==> src/rtl/data_mem_responder.sv <==
// Data-memory slave for the MEM stage: accepts one request at a time, waits
// WAIT_CYCLES edges, performs the access and returns a one-cycle Ready pulse.
module data_mem_responder #(
  parameter int ADDR_W      = 8,
  parameter int WAIT_CYCLES = 2
) (
  input  logic        Clk,
  input  logic        Rst,
  input  logic        MemEnab,
  input  logic        MemWrite,
  input  logic [15:0] Addr,
  input  logic [15:0] WData,
  output logic [15:0] RData,
  output logic        Ready,
  output logic        Err,
  output logic        Stall,
  output logic [1:0]  state_dbg
);

  localparam logic [1:0] IDLE = 2'd0;
  localparam logic [1:0] WAIT = 2'd1;
  localparam logic [1:0] RESP = 2'd2;

  localparam logic [3:0] WAIT_INIT = 4'(WAIT_CYCLES);
  localparam bit         NO_WAIT   = (WAIT_CYCLES == 0);
  localparam int         DEPTH     = 1 << ADDR_W;

  // Handshake: a request is MemEnab=1 while IDLE; the requester holds
  // MemEnab/MemWrite/Addr/WData until Ready, and the block works only from
  // the copy latched at acceptance. Stall holds the pipeline until RESP.

  logic [15:0] mem [DEPTH];

  logic [1:0]  state_q, state_d;
  logic [3:0]  cnt_q, cnt_d;
  logic [15:0] addr_q, addr_d;
  logic [15:0] wdata_q, wdata_d;
  logic        write_q, write_d;
  logic        ready_q, ready_d;
  logic        err_q, err_d;
  logic [15:0] rdata_q, rdata_d;

  logic              accept;
  logic              do_access;
  logic              in_range;
  logic              mem_we;
  logic [15:0]       acc_addr;
  logic [15:0]       acc_wdata;
  logic              acc_write;
  logic [ADDR_W-1:0] acc_idx;

  // With no wait states the access happens on the accepting edge, so the
  // live inputs are used there; otherwise the latched copy is used.
  always_comb begin
    accept    = (state_q == IDLE) && MemEnab;
    do_access = (accept && NO_WAIT) || ((state_q == WAIT) && (cnt_q <= 4'd1));
    acc_addr  = (state_q == IDLE) ? Addr     : addr_q;
    acc_wdata = (state_q == IDLE) ? WData    : wdata_q;
    acc_write = (state_q == IDLE) ? MemWrite : write_q;
    acc_idx   = acc_addr[ADDR_W-1:0];
    in_range  = ((acc_addr >> ADDR_W) == 16'h0000);
    mem_we    = do_access && acc_write && in_range;
  end

  always_comb begin
    state_d = state_q;
    cnt_d   = cnt_q;
    addr_d  = addr_q;
    wdata_d = wdata_q;
    write_d = write_q;
    ready_d = 1'b0;
    err_d   = 1'b0;
    rdata_d = rdata_q;

    case (state_q)
      IDLE: begin
        if (accept) begin
          addr_d  = Addr;
          wdata_d = WData;
          write_d = MemWrite;
          if (NO_WAIT) begin
            state_d = RESP;
          end else begin
            state_d = WAIT;
            cnt_d   = WAIT_INIT;
          end
        end
      end
      WAIT: begin
        cnt_d = cnt_q - 4'd1;
        if (cnt_q <= 4'd1) begin
          state_d = RESP;
        end
      end
      RESP: begin
        state_d = IDLE;
      end
      default: begin
        state_d = IDLE;
      end
    endcase

    if (do_access) begin
      ready_d = 1'b1;
      err_d   = !in_range;
      if (!in_range) begin
        rdata_d = 16'h0000;
      end else if (acc_write) begin
        rdata_d = acc_wdata;
      end else begin
        rdata_d = mem[acc_idx];
      end
    end
  end

  always_ff @(posedge Clk or negedge Rst) begin
    if (!Rst) begin
      state_q <= IDLE;
      cnt_q   <= 4'd0;
      addr_q  <= 16'h0000;
      wdata_q <= 16'h0000;
      write_q <= 1'b0;
      ready_q <= 1'b0;
      err_q   <= 1'b0;
      rdata_q <= 16'h0000;
    end else begin
      state_q <= state_d;
      cnt_q   <= cnt_d;
      addr_q  <= addr_d;
      wdata_q <= wdata_d;
      write_q <= write_d;
      ready_q <= ready_d;
      err_q   <= err_d;
      rdata_q <= rdata_d;
    end
  end

  // Array has no reset; a write is suppressed while reset is held.
  always_ff @(posedge Clk) begin
    if (mem_we && Rst) begin
      mem[acc_idx] <= acc_wdata;
    end
  end

  assign RData     = rdata_q;
  assign Ready     = ready_q;
  assign Err       = err_q;
  assign Stall     = accept || (state_q == WAIT);
  assign state_dbg = state_q;

endmodule
==> config.mk <==
export PLATFORM = sky130hd
export DESIGN_NAME = data_mem_responder
export DESIGN_NICKNAME = d
export VERILOG_FILES = /design/src/rtl/data_mem_responder.sv
export SDC_FILE = /design/constraint.sdc
export NUM_CORES = 2
export LEC_CHECK = 0
export BUFFER_PORTS_ARGS = -buffer_cell sky130_fd_sc_hd__buf_2
export CORE_AREA = 3 3 519 521
export CTS_CLUSTER_DIAMETER = 80
export DETAILED_ROUTE_END_ITERATION = 10
export DIE_AREA = 0 0 522 524
export MAX_ROUTING_LAYER = met4
export PLACE_DENSITY = 0.75
export SLEW_MARGIN = 15
export SYNTH_ARGS = -nofsm -noshare
export SYNTH_HDL_FRONTEND = slang
export SYNTH_SLANG_ARGS = --single-unit
==> constraint.sdc <==
create_clock -name Clk -period 6 [get_ports Clk]
set_input_delay 0.6 -clock Clk [delete_from_list [all_inputs] [get_ports Clk]]
set_output_delay 0.6 -clock Clk [all_outputs]
set_load 0.02 [all_outputs]
==> summary.md <==
| Metric | Value |
|---|---|
| Crit Path Class | reg -> reg |
| Post-synth ARST share | 0.0137 |
| Clk_skew | 57.1 ps |
| DR vias | 93848 |
| Die X | 522 um |
| Net load switching power | 0.0330 W |
| Remaining global-route overflow | 0 |
| Final min period | 5690 ps |
| Drc violations | 0 |
| Headroom to the max-slew limit | 0.0869 |
| Share of layout cells above drive strength 1 | 0.127 |
| Layout area overhead | 13.1% |
| Post-route setup slack | 305 ps |
| First-pass GRT wire length | 630000 um |
| FF-to-FF Start | state_dbg[1]$_DFFE_PN0P_ |
| Combinational share of power | 0.317 |
| Port buffer count | 56 |
| Sw frac | 0.362 |
| Crit path required time | 6840 ps |
| Commonest non-fill, non-tap cells in the layout | 4096 x edfxtp_1, 1925 x o22ai_1, 970 x o21ai_0 |
| EDFF count, synth | 4096 |
| Buffer levels on the longest clock path | 4 |
| Worst-margin pin slew | 1350 ps |
| Fin crit share | 0.949 |
| Synth Instances | 8802 |
| CTS tree | done |
| Post-synth net total | 8840 |
| Crit. End Element | flop |
| Warnings, synthesis | 0 |
| Reg2reg end | RData[10]$_DFFE_PN0N_ |
| CP startpoint | state_dbg[1]$_DFFE_PN0P_ |
| CTS H-tree lvls | 5 |
| Worst hold slack | 55.6 ps |
| Placed cells | 12309 |
| Global Route Usage Sum | 0.327 |
| Clk root buf | clkbuf_16 |
| DRT Pass-1 Iters | 6 |
| Core area | 265000 um^2 |
| Number of synthesized register bits | 4153 |
| Row cnt | 189 |
| IO Count | 57 |
| Outcome | complete, no violations |
| Cell Int Power | 0.0583 W |
| Number of gates resized after CTS | 0 |
| Max-cap viol count | 0 |
| CP Max Fanout | 25 |
| Sequential fraction of the synthesis area | 0.824 |
| PD cells | 535 nW/um^2 |
| Util after Layout | 0.644 |
| Clock power frac | 0.261 |
| Synth Flop Type | edfxtp_1 |
| Netlist Area Pre-Place | 151000 um^2 |
| Die area | 274000 um^2 |
| Detailed Route WL | 444000 um |
| Final slew viol count | 0 |
| Vias in the first global route | 89716 |
| Post-synth cell types | 47 |
| Clk sinks | 4153 |
| Worst skew pair latency | 930 ps |
| Post-CTS Setup Repair Bufs | 0 |
| Highest clock rate | 176 MHz |
| Largest net degree at the start of global routing | 257 |
| Data arrival, critical path | 6530 ps |
| Number of CTS-inserted buffers | 387 |
| R2r worst-path depth | 10 |
| Clk slew on worst S/H paths | 70 ps |
| Timing endpoint of the critical path | RData[10]$_DFFE_PN0N_ |
| Effective utilization at floorplan | 0.570 |
| Leak Pwr | 52.2 nW |
| Final Setup Violations | 0 |
| DRT iter0 DRCs | 16468 |
| Startpoint types | flop |
| Routed vias/inst | 7.18 |
| Initial antenna violation count | 34 |
| Peak supply drop | 0.000925 V |
| R2R Setup Slk | 310 ps |
| Setup WS pre-CTS | 497 ps |
| Fin nets | 9232 |
| WL/cell | 33.9 um |
| Final ANT Viol Nets | 0 |
| RSZ-0062 raised after global routing | false |
| HP Class | in -> reg |
| Min-delay src | Addr[4] |
| Seq pwr share | 0.422 |
| HPWL after DPL | 246000 um |
| Setup_tns | 0 ps |
| Height of the die | 524 um |
| Final Non-Filler Cells | 13079 |
| Mapped Avg Cell Area | 17.2 um^2 |
| Most common cell after layout, fill and taps aside | edfxtp_1 |
| Final Hold Vio Count | 0 |
| Hold_buf cts | 29 |
| GPL Wtd Cong | 0.954 |
-- power by group through the flow --
stage	logic [W]	clock network, W	registers [W]
CTS	0.0279	0.0239	0.0384
floorplan	0.0149	0	0.0408
global placement	0.0269	0	0.0390
global route	0.0299	0.0250	0.0385
finish	0.0290	0.0238	0.0385
detailed placement	0.0277	0	0.0390
-- synth_stat cells (3+ instances only) --
library cell / instances / share of area
nand4_1: 23 / 0.00095
and4_1: 5 / 0.00029
a222oi_1: 5 / 0.00033
a22oi_1: 137 / 0.0068
nor2b_1: 8 / 0.00033
o22ai_1: 1925 / 0.080
o21ai_0: 977 / 0.032
o21a_1: 11 / 0.00055
buf_6: 29 / 0.0022
nand3_1: 34 / 0.0011
clkbuf_1: 277 / 0.0069
nor2_1: 265 / 0.0066
o41ai_1: 51 / 0.0030
a41oi_1: 225 / 0.013
nand2_1: 179 / 0.0044
edfxtp_1: 4096 / 0.81
buf_4: 26 / 0.0013
dfrtp_1: 57 / 0.0094
inv_1: 12 / 0.00030
a21oi_1: 66 / 0.0022
a221o_1: 6 / 0.00040
o31ai_1: 4 / 0.00020
nor4_1: 20 / 0.00083
buf_2: 286 / 0.0095
o21ai_1: 17 / 0.00056
nand2b_1: 10 / 0.00041
o31a_1: 3 / 0.00017
buf_1: 20 / 0.00050
-- sequential cells by signal (all words and copies together) (netlist names) --
name and count:
cnt_q 4, RData 16, Ready 1, addr_q 16
write_q 1, mem 4096, state_dbg 2, Err 1
wdata_q 16
-- worst min path at each step --
stage	endpoint	slack, ps	depth (start not counted)
after detailed placement	wdata_q[14]$_DFFE_PN0P_	460	2
after global routing	addr_q[4]$_DFFE_PN0P_	80	3
final	addr_q[4]$_DFFE_PN0P_	60	3
after CTS	addr_q[4]$_DFFE_PN0P_	8	3
after floorplan	Err$_DFF_PN0_	300	0
after global placement	wdata_q[2]$_DFFE_PN0P_	460	2
-- worst max-delay path, stage by stage (launching register included) --
cell,delay [ps]
dfrtp_1,510
nor2_4,640
o31a_2,1040
buf_12,270
buf_4,340
o22ai_1,140
o21ai_0,460
a41oi_1,480
o41ai_1,1200
and4_1,330
a221o_1,140
-- cell type report --
cell class / count / area (um^2)
well taps: 3533 / 4420
clock inverters: 232 / 2020
clock buffers: 476 / 10200
diodes: 33 / 82.6
repair buffers: 641 / 5690
fillers: 16848 / 94300
inverters: 12 / 45.0
multi-input cells: 3999 / 23900
flip-flops and latches: 4153 / 124000
-- through the flow --
| stage | power (W) | instance area, um^2 |
|---|---|---|
| 2_1_floorplan | 0.0557 | 151000 |
| 3_3_place_gp | 0.0659 | 158000 |
| 3_5_place_dp | 0.0667 | 158000 |
| 4_1_cts | 0.0902 | 171000 |
| 5_1_grt | 0.0934 | 171000 |
| 6_report | 0.0913 | 171000 |
-- logic make-up after synthesis --
logic type	synth area share
AOI/OAI and AO/OA	0.140
xor gates and xnor gates	0.0000580
adders and majority gates	0.000166
buffers and inverters	0.0206
DFF	0.824
and+or+nand+nor	0.0158
-- per-layer routing --
metal / vias to the layer above / wire [um] / track usage
met2: 8503 / 198000 / 0.471
met1: 46074 / 147000 / 0.422
met4: 0 / 28100 / 0.174
li1: 37671 / - / -
met5: - / 0 / -
met3: 1600 / 70900 / 0.0998
Note: power is estimated with default switching activity, not from simulation.
